File: src/rtl/branch_predictor.sv
// Direct-mapped BTB with per-entry saturating direction counters.
// Lookup is combinational from the fetch PC; training happens from the resolved branch slot.
module branch_predictor #(
   parameter int ENTRIES = 16,
   parameter int TAG_W   = 8,
   parameter int CNT_W   = 2
) (
   input  logic        clk,
   input  logic        rst,
   input  logic [31:0] pc_if,
   output logic        pred_taken,
   output logic [31:0] pred_next_pc,
   input  logic        upd_valid,
   input  logic [31:0] upd_pc,
   input  logic        upd_taken,
   input  logic [31:0] upd_target,
   input  logic        upd_pred_taken,
   input  logic [31:0] upd_pred_next_pc,
   input  logic        inv_all,
   output logic        mispredict,
   output logic [31:0] cnt_updates,
   output logic [31:0] cnt_mispred
);

   localparam int IDX_W  = $clog2(ENTRIES);
   localparam int TAG_LO = IDX_W + 2;
   localparam int TAG_HI = IDX_W + TAG_W + 1;

   // Weakly taken is MSB set, rest clear; weakly not-taken is one below it.
   localparam logic [CNT_W-1:0] CTR_WT  = CNT_W'(1 << (CNT_W - 1));
   localparam logic [CNT_W-1:0] CTR_WNT = CNT_W'((1 << (CNT_W - 1)) - 1);

   function automatic logic [CNT_W-1:0] sat_inc(input logic [CNT_W-1:0] c);
      return (&c) ? c : c + 1'b1;
   endfunction

   function automatic logic [CNT_W-1:0] sat_dec(input logic [CNT_W-1:0] c);
      return (c == '0) ? c : c - 1'b1;
   endfunction

   logic             valid_q  [ENTRIES];
   logic [TAG_W-1:0] tag_q    [ENTRIES];
   logic [31:0]      target_q [ENTRIES];
   logic [CNT_W-1:0] ctr_q    [ENTRIES];
   logic [31:0]      cnt_updates_q, cnt_updates_d;
   logic [31:0]      cnt_mispred_q, cnt_mispred_d;

   logic [IDX_W-1:0] idx_if, upd_idx;
   logic [TAG_W-1:0] tag_if, upd_tag;
   logic             hit_if, upd_hit, tbl_we;
   logic [CNT_W-1:0] ctr_d;
   logic [31:0]      target_d;

   assign idx_if  = pc_if[TAG_LO-1:2];
   assign tag_if  = pc_if[TAG_HI:TAG_LO];
   assign upd_idx = upd_pc[TAG_LO-1:2];
   assign upd_tag = upd_pc[TAG_HI:TAG_LO];

   assign hit_if       = valid_q[idx_if] && (tag_q[idx_if] == tag_if);
   assign pred_taken   = hit_if && ctr_q[idx_if][CNT_W-1];
   assign pred_next_pc = pred_taken ? target_q[idx_if] : pc_if + 32'd4;

   assign mispredict = upd_valid &&
                       ((upd_taken != upd_pred_taken) ||
                        (upd_taken && (upd_target != upd_pred_next_pc)));

   assign upd_hit  = valid_q[upd_idx] && (tag_q[upd_idx] == upd_tag);
   assign tbl_we   = upd_valid && !inv_all && (upd_hit || upd_taken);
   assign ctr_d    = upd_hit ? (upd_taken ? sat_inc(ctr_q[upd_idx]) : sat_dec(ctr_q[upd_idx]))
                             : CTR_WT;
   assign target_d = upd_taken ? upd_target : target_q[upd_idx];

   assign cnt_updates_d = cnt_updates_q + {31'd0, upd_valid};
   assign cnt_mispred_d = cnt_mispred_q + {31'd0, mispredict};

   always_ff @(posedge clk) begin
      if (rst) begin
         for (int i = 0; i < ENTRIES; i++) begin
            valid_q[i]  <= 1'b0;
            tag_q[i]    <= '0;
            target_q[i] <= '0;
            ctr_q[i]    <= CTR_WNT;
         end
         cnt_updates_q <= '0;
         cnt_mispred_q <= '0;
      end else begin
         cnt_updates_q <= cnt_updates_d;
         cnt_mispred_q <= cnt_mispred_d;
         // Invalidation wins over training; the event is still counted above.
         if (inv_all) begin
            for (int i = 0; i < ENTRIES; i++) valid_q[i] <= 1'b0;
         end else if (tbl_we) begin
            valid_q[upd_idx]  <= 1'b1;
            tag_q[upd_idx]    <= upd_tag;
            target_q[upd_idx] <= target_d;
            ctr_q[upd_idx]    <= ctr_d;
         end
      end
   end

   assign cnt_updates = cnt_updates_q;
   assign cnt_mispred = cnt_mispred_q;

   logic unused_lo;
   assign unused_lo = ^{pc_if[1:0], upd_pc[1:0]};
   if (TAG_HI < 31) begin : g_unused_hi
      logic unused_hi;
      assign unused_hi = ^{pc_if[31:TAG_HI+1], upd_pc[31:TAG_HI+1]};
   end

endmodule

File: config.mk
export PLATFORM = sky130hd
export DESIGN_NAME = branch_predictor
export DESIGN_NICKNAME = d
export VERILOG_FILES = /design/src/rtl/branch_predictor.sv
export SDC_FILE = /design/constraint.sdc
export NUM_CORES = 1
export LEC_CHECK = 0
export ABC_AREA = 1
export CAP_MARGIN = 20
export CORE_MARGIN = 1
export CORE_UTILIZATION = 41
export CTS_CLUSTER_SIZE = 20
export DETAILED_ROUTE_END_ITERATION = 8
export HOLD_SLACK_MARGIN = 0.15
export PLACE_DENSITY = 0.6
export SLEW_MARGIN = 10
export SYNTH_ARGS = -nofsm -noshare
export SYNTH_HDL_FRONTEND = slang
export SYNTH_SLANG_ARGS = --single-unit
File: constraint.sdc
create_clock -name clk -period 4.2 [get_ports clk]
set_clock_uncertainty 0.15 [all_clocks]
set_input_delay 0.84 -clock clk [delete_from_list [all_inputs] [get_ports clk]]
set_output_delay 0.84 -clock clk [all_outputs]
set_load 0.01 [all_outputs]
==> results of run 1 <==
==> synth_stat cells (2+ instances only) <==
master    count
inv_2         5
inv_1       140
nor2_1     1116
dfxtp_1      80
o211ai_1     25
and3_1        3
o221ai_1     44
nor3_2        2
buf_6         7
o21ai_1      17
o21ai_0     374
nand2_2       4
clkinv_1     29
xor2_1       37
nand3_1     154
ha_1          5
nand3b_1      2
edfxtp_1    672
clkbuf_1    211
buf_2        51
a21oi_1      55
a22o_1        5
a221oi_1     10
xnor2_1      12
nand4_1      40
a31oi_1       6
a211oi_1      3
o22ai_1      96
nand3_2       3
buf_4        12
a22oi_1      16
nor3_1       35
or2_2         2
buf_1         5
o21a_1        8
nor4_1       13
nand2_1     633
nor3b_1       9
==> cells in the final DEF, fill, tap and decap left out, drive strengths merged, types with 44 or more instances in the layout <==
cell,synthesis,routed
clkdlybuf4s50,0,170
clkinv,29,60
inv,146,148
edfxtp,672,672
nand2,638,638
nor2,1118,1119
o221ai,44,44
o21ai,391,391
a21oi,55,55
o22ai,96,96
nand3,157,157
dfxtp,80,80
clkbuf,211,120
buf,75,378
==> stage by stage <==
step,TNS (ns),setup slack (ns)
CTS,-0.0348,-0.0348
global route,-0.0637,-0.0313
floorplan,0,0.524
finish,0,0.0535
detailed placement,-15.99,-0.509
global placement,-14.65,-0.515
==> timing repair <==
| action | CTS | global route |
|---|---|---|
| gates resized for setup | 118 | 117 |
| gates cloned | 1 | 5 |
| endpoints found under the setup margin | 34 | 41 |
| buffers inserted | 6 | 11 |
| endpoints found under the hold margin | 0 | 0 |
| pin swaps | 14 | 35 |
==> registers in the layout, summed over array words and instances (netlist names) <==
register,cells
tag_q,128
cnt_updates,32
ctr_q,32
valid_q,16
cnt_mispred,32
target_q,512
==> kinds of logic (layout without fill, tap and decap cells) <==
group                    count (synthesis)  after routing
adder cells (fa/ha/maj)                  5              5
buffers and inverters                  461            908
flip-flops                             752            752
AND/OR/NAND/NOR                       2023           2024
XOR/XNOR                                49             49
AO/OA/AOI/OAI                          664            664
==> worst max-delay path, stage by stage <==
cell	delay [ns]
buf_16	0.14
buf_12	0.16
clkbuf_16	0.18
buf_16	0.20
buf_4	0.23
o21ai_0	0.17
o22ai_1	0.10
a22o_1	0.22
nor2_2	0.30
nand3_1	0.15
nand2_1	0.08
inv_1	0.06
dlygate4sd2_1	0.28
==> report_power, final <==
group | switching [mW] | internal, mW
Combinational | 1.28 | 0.706
Sequential | 0.108 | 8.48
Clock | 3.02 | 4.27
Total | 4.40 | 13.5
==> layout make-up <==
type                       instances  area [µm²]  share of cell area, %
tap                             1155        1450                   3.21
clock inverter                    45         450                   1.00
clock buffer                     105        2240                   4.98
inverter                         175         699                   1.55
sequential                       752       21800                   48.4
multi-input combinational       2742       12900                   28.6
timing repair buffer             581        5510                   12.2
timing repair inverter             2        27.5                 0.0611
==> routing by layer <==
layer / global-route usage (%) / vias up / routed length [µm]
met4: 8.32 / 2 / 3180
met3: 3.98 / 191 / 11500
li1: - / 14300 / -
met5: 0 / - / 12
met1: 37.5 / 14800 / 51200
met2: 42.0 / 1520 / 55900
==> final timing paths <==
| kind | endpoint | slack, ns |
|---|---|---|
| worst max-delay path | pred_next_pc[23] | 0.05 |
| worst min register to register | valid_q[2]$_DFF_P_ | 0.33 |
| worst max register to register | tag_q[3][6]$_SDFFCE_PN0P_ | 1.35 |
| worst min-delay path | valid_q[2]$_DFF_P_ | 0.33 |
==> results.ini, run 1 <==
[place]
gp_congestion=0.882
dp_hpwl_um=78400
place_area_mm2=0.0417
numPortBuffers=211
placedCellCount=5385

[global_route]
grt_overflow=0
grt_pass1_vias=28600
grt_pass1_wl_um=179000
antenna_found_initial=1
grt_usage_pct=26.5
grt_max_degree=66

[pwr]
p_leak_nw=17.5
power_density_mw_per_mm2=397
peakVddDrop_mv=0.263
p_total_mw=17.9

[clock_tree]
clk_path_buf_depth=3
clk_pin_slew_ns=0.06
cts.htree.levels=3
numCtsBuffers=82
clock_latency_ns=0.64
cts_tree=built
ctsHoldBuffers=0
cts_root_buffer=clkbuf_16
clkSinkCount=752

[yosys]
synthFlopType=edfxtp_1
synth_top_area_share_pct=55.9
synth_compound_area_share_pct=10.6
post_synth.cell_area_avg_um2=9.13
synth_warnings=0
synth_edf_count=672
yosys.area_share.xor_xnor_pct=1.19
yosys.area_share.simple_pct=22.5
synthTopCellsByArea=edfxtp_1 56%, nor2_1 12%, nand2_1 6.6%, o21ai_0 5.2%, dfxtp_1 4.4%
syn-instance-count=3954
synth_top_family_by_area=simple AND/OR/NAND/NOR gates
muxShareOfSynthArea_pct=0
synth_top_cell_by_area=edfxtp_1
synth_fp_nets=4093
async_flop_share_pct=0
synth_cell_types=51
syn-cell-area_mm2=0.0361
synthAdderAreaFrac_pct=0.173
ys_seq_elements=752
synth_seq_area_share_pct=60.3

[finish]
design_area_mm2=0.0450
n_fill_cell=8007
antennaDiodeCount=0
fin_nets=4475
area_delta_synth_final_pct=24.7
final_core_util_pct=51.7
final_layout_size_suffix_gt1_share_pct=14.9
final-instance-count-excl-fill=5557

[setup_path]
crit_path_end_kind=primary output
cp.arrival_ns=3.16
cp-startpoint=pc_if[2]
critPathRequiredTime_ns=3.21
crit_fanout=46
timing.rr.start=tag_q[1][4]$_SDFFCE_PN0P_
criticalPathCategory=in2out
cp-start-kind=input pin
reg2regPathDepth=15

[drt]
vias_per_cell=5.53
drt_iter0_markers=3543
vias=30800
ant_nets=0
first_pass_iters=6
wl_per_cell_um=21.9
postRouteWirelength_um=122000
drc=0

[hold_path]
hold_path.class=reg2reg
hold_start=valid_q[2]$_DFF_P_
hold_depth=2

[sta]
min_period_ns=4.15
max_freq_mhz=241
holdWs_ns=0.325
finalSetupViolations=0
slew_headroom_pct=49.7
finalCritPeriodShare_pct=98.7
drv_slew=0
worst_pin_slew_ns=0.753
finalHoldViolCount=0

[floorplanning]
core-area_mm2=0.0870
ioPinCount=232
fp-row-count=108
start_util_pct=41.5
die_w_um=299
die-area_mm2=0.0893
die_h_um=299

[flow_run]
drv_cap=0

[outcome]
status=completed

No activity file was read; power rests on OpenSTA's default activity.
==> run 2, diff against run 1 <==
--- a/config.mk
+++ b/config.mk
@@ -9,8 +9,10 @@
 export CAP_MARGIN = 20
 export CORE_MARGIN = 1
 export CORE_UTILIZATION = 41
+export CTS_BUF_LIST = sky130_fd_sc_hd__clkbuf_8
 export CTS_CLUSTER_SIZE = 20
 export DETAILED_ROUTE_END_ITERATION = 8
+export GPL_TIMING_DRIVEN = 0
 export HOLD_SLACK_MARGIN = 0.15
 export PLACE_DENSITY = 0.6
 export SLEW_MARGIN = 10
==> results.ini, run 2 (synthesis results as in run 1) <==
[finish]
multi_input_area_mm2=0.0134  ; +4.4%
largest_reg_flops=512  ; unchanged
largest_register=target_q
n_fill_cell=8090  ; +1.0%
final_layout_size_suffix_gt1_share_pct=15.0  ; +0.13 points
final_common_cell=nor2_1
largestRegisters=target_q: 512 flops, tag_q: 128 flops
fin_nets=4504  ; +0.65%
final_core_util_pct=51.5  ; -0.25 points
seq_area_mm2=0.0218  ; unchanged
area_delta_synth_final_pct=24.1
mostFrequentLayoutCells=1100 x nor2_1, 672 x edfxtp_1, 573 x nand2_1

[flow_run]
drv_cap=0  ; unchanged

[drt]
postRouteWirelength_um=147000  ; +21%
drt_iter0_markers=4798  ; +35%
wl_per_cell_um=26.2  ; +19%
ant_nets=0  ; unchanged
drc=0  ; unchanged
vias_per_cell=5.85  ; +5.8%
first_pass_iters=7  ; +1
vias=32900  ; +7.1%

[pwr]
pwr-share-clk_pct=38.1  ; -2.7 points
peakVddDrop_mv=0.297  ; +13%
p_total_mw=17.4  ; -2.5%
switching_share_pct=28.1  ; +3.5 points
power_density_mw_per_mm2=388  ; -2.1%
p_int_mw=12.5  ; -7.0%
p_seq_share_pct=49.4  ; +1.3 points
p_leak_nw=17.2  ; -1.4%
p_switching_mw=4.89  ; +11%
combPwrFrac_pct=12.5  ; +1.4 points

[floorplanning]
die_h_um=299  ; unchanged
core-area_mm2=0.0870  ; unchanged
die_w_um=299  ; unchanged
ioPinCount=232  ; unchanged
fp-row-count=108  ; unchanged
die-area_mm2=0.0893  ; unchanged
start_util_pct=41.5  ; unchanged

[setup_path]
crit_path_end_kind=flip-flop
cp-start-kind=input pin
criticalPathCategory=in2reg
timing.rr.start=tag_q[1][0]$_SDFFCE_PN0P_
critPathRequiredTime_ns=4.52  ; +1.31 ns
ff2ff_setup_slack_ns=0.64  ; -0.71 ns
reg2regPathDepth=14  ; -1
cp.arrival_ns=4.66  ; +1.50 ns
crit_fanout=10  ; -78%
timing.rr.end=ctr_q[13][1]$_SDFFCE_PN0P_

[hold_path]
hold_path.class=reg2reg
hold_path_end=valid_q[6]$_DFF_P_
hold_start=valid_q[6]$_DFF_P_
hold_depth=2  ; unchanged

[clock_tree]
clock_latency_ns=0.84  ; +0.20 ns
ctsHoldBuffers=0  ; unchanged
cts.htree.levels=4  ; +1
clk_path_buf_depth=3  ; unchanged
cts_root_buffer=clkbuf_8
clk_pin_slew_ns=0.06  ; about the same
cts_tree=built
clkSinkCount=752  ; unchanged
numCtsBuffers=134  ; +63%

[sta]
max_freq_mhz=231  ; -4.3%
finalCritPeriodShare_pct=103  ; +4.5 points
rsz0062_at_grt=true
setup_tns_ns=-13.32  ; -13.32 ns
worst_pin_slew_ns=1.19  ; +0.442 ns
finalHoldViolCount=0  ; unchanged
holdWs_ns=0.323  ; -0.00230 ns
slew_headroom_pct=20.4  ; -29 points
finalSetupViolations=177  ; +177
min_period_ns=4.33  ; +0.188 ns
drv_slew=0  ; unchanged
setup_slack_ns=-0.134  ; -0.188 ns

[place]
dp_hpwl_um=103000  ; +31%
gp_congestion=0.978  ; +11%
pre_cts_ws_ns=-2.89  ; -2.39 ns
numPortBuffers=207  ; -1.9%

[outcome]
status=finished with violations
violations=negative setup slack

[global_route]
grt_pass1_wl_um=207000  ; +16%
grt_pass1_vias=30400  ; +6.3%
grt_usage_pct=32.1  ; +5.6 points
antenna_found_initial=3  ; +2
grt_overflow=0  ; unchanged
grt_max_degree=28  ; -58%

-- run 2: how the worst max path moves through the flow --
stage / startpoint / to / slack, ns
2_1_floorplan: pc_if[2] / pred_next_pc[12] / 0.52
3_3_place_gp: pc_if[3] / pred_next_pc[18] / -2.87
3_5_place_dp: pc_if[3] / pred_next_pc[18] / -2.89
4_1_cts: pc_if[2] / pred_next_pc[18] / -0.03
5_1_grt: pc_if[2] / pred_next_pc[5] / -0.04
6_report: upd_pc[5] / ctr_q[13][1]$_SDFFCE_PN0P_ / -0.13
-- run 2: per-layer routing --
| metal | up-vias | wire length (µm) | global-route usage [%] |
|---|---|---|---|
| li1 | 14400 | - | - |
| met4 | 2 | 6460 | 13.9 |
| met2 | 2486 | 62500 | 46.8 |
| met3 | 401 | 20400 | 9.82 |
| met1 | 15700 | 57800 | 44.1 |
| met5 | - | 10 | 0 |
-- run 2: power groups by stage --
stage | Clock, mW | Combinational (mW) | Sequential [mW]
global route | 6.93 | 2.26 | 8.62
global placement | 0 | 1.78 | 8.75
finish | 6.64 | 2.17 | 8.60
detailed placement | 0 | 1.84 | 8.74
CTS | 6.59 | 2.02 | 8.59
floorplan | 0 | 0.940 | 8.71
-- run 2: worst max-delay path, cell delays in order --
cell and delay (ns):
clkdlybuf4s50_1 0.51, nand2_1 0.38, clkinv_1 0.49, nand2_1 0.19, nand2_1 0.08, o21ai_0 0.64
and2_0 0.23, nand3_2 0.15, o21bai_4 0.24, buf_4 0.21, nand3_1 0.12, buf_2 0.26
nand2_2 0.31
-- run 2: per-stage QoR --
step                      instance area (µm²)  cells
final                                   44800   5627
after global routing                    44800   5626
after CTS                               44200   5604
after detailed placement                40000   5332
after global placement                  39600   5316
after floorplan                         36100   3954
-- run 2: layout make-up --
class / instances / area share [%]
Inverter: 175 / 1.62
Clock inverter: 93 / 1.02
Antenna cell: 2 / 0.0112
Clock buffer: 148 / 4.55
Buffer: 286 / 4.52
Timing Repair Buffer: 275 / 6.47
Multi-Input combinational cell: 2741 / 30.0
Sequential cell: 752 / 48.6
Tap cell: 1155 / 3.22
-- run 2: repair_timing --
item,in CTS,in global routing
setup buffers,31,16
cloned,0,5
pin swaps,29,23
endpoints found under the setup margin,127,211
hold endpoints to repair,0,0
resized for setup,543,169
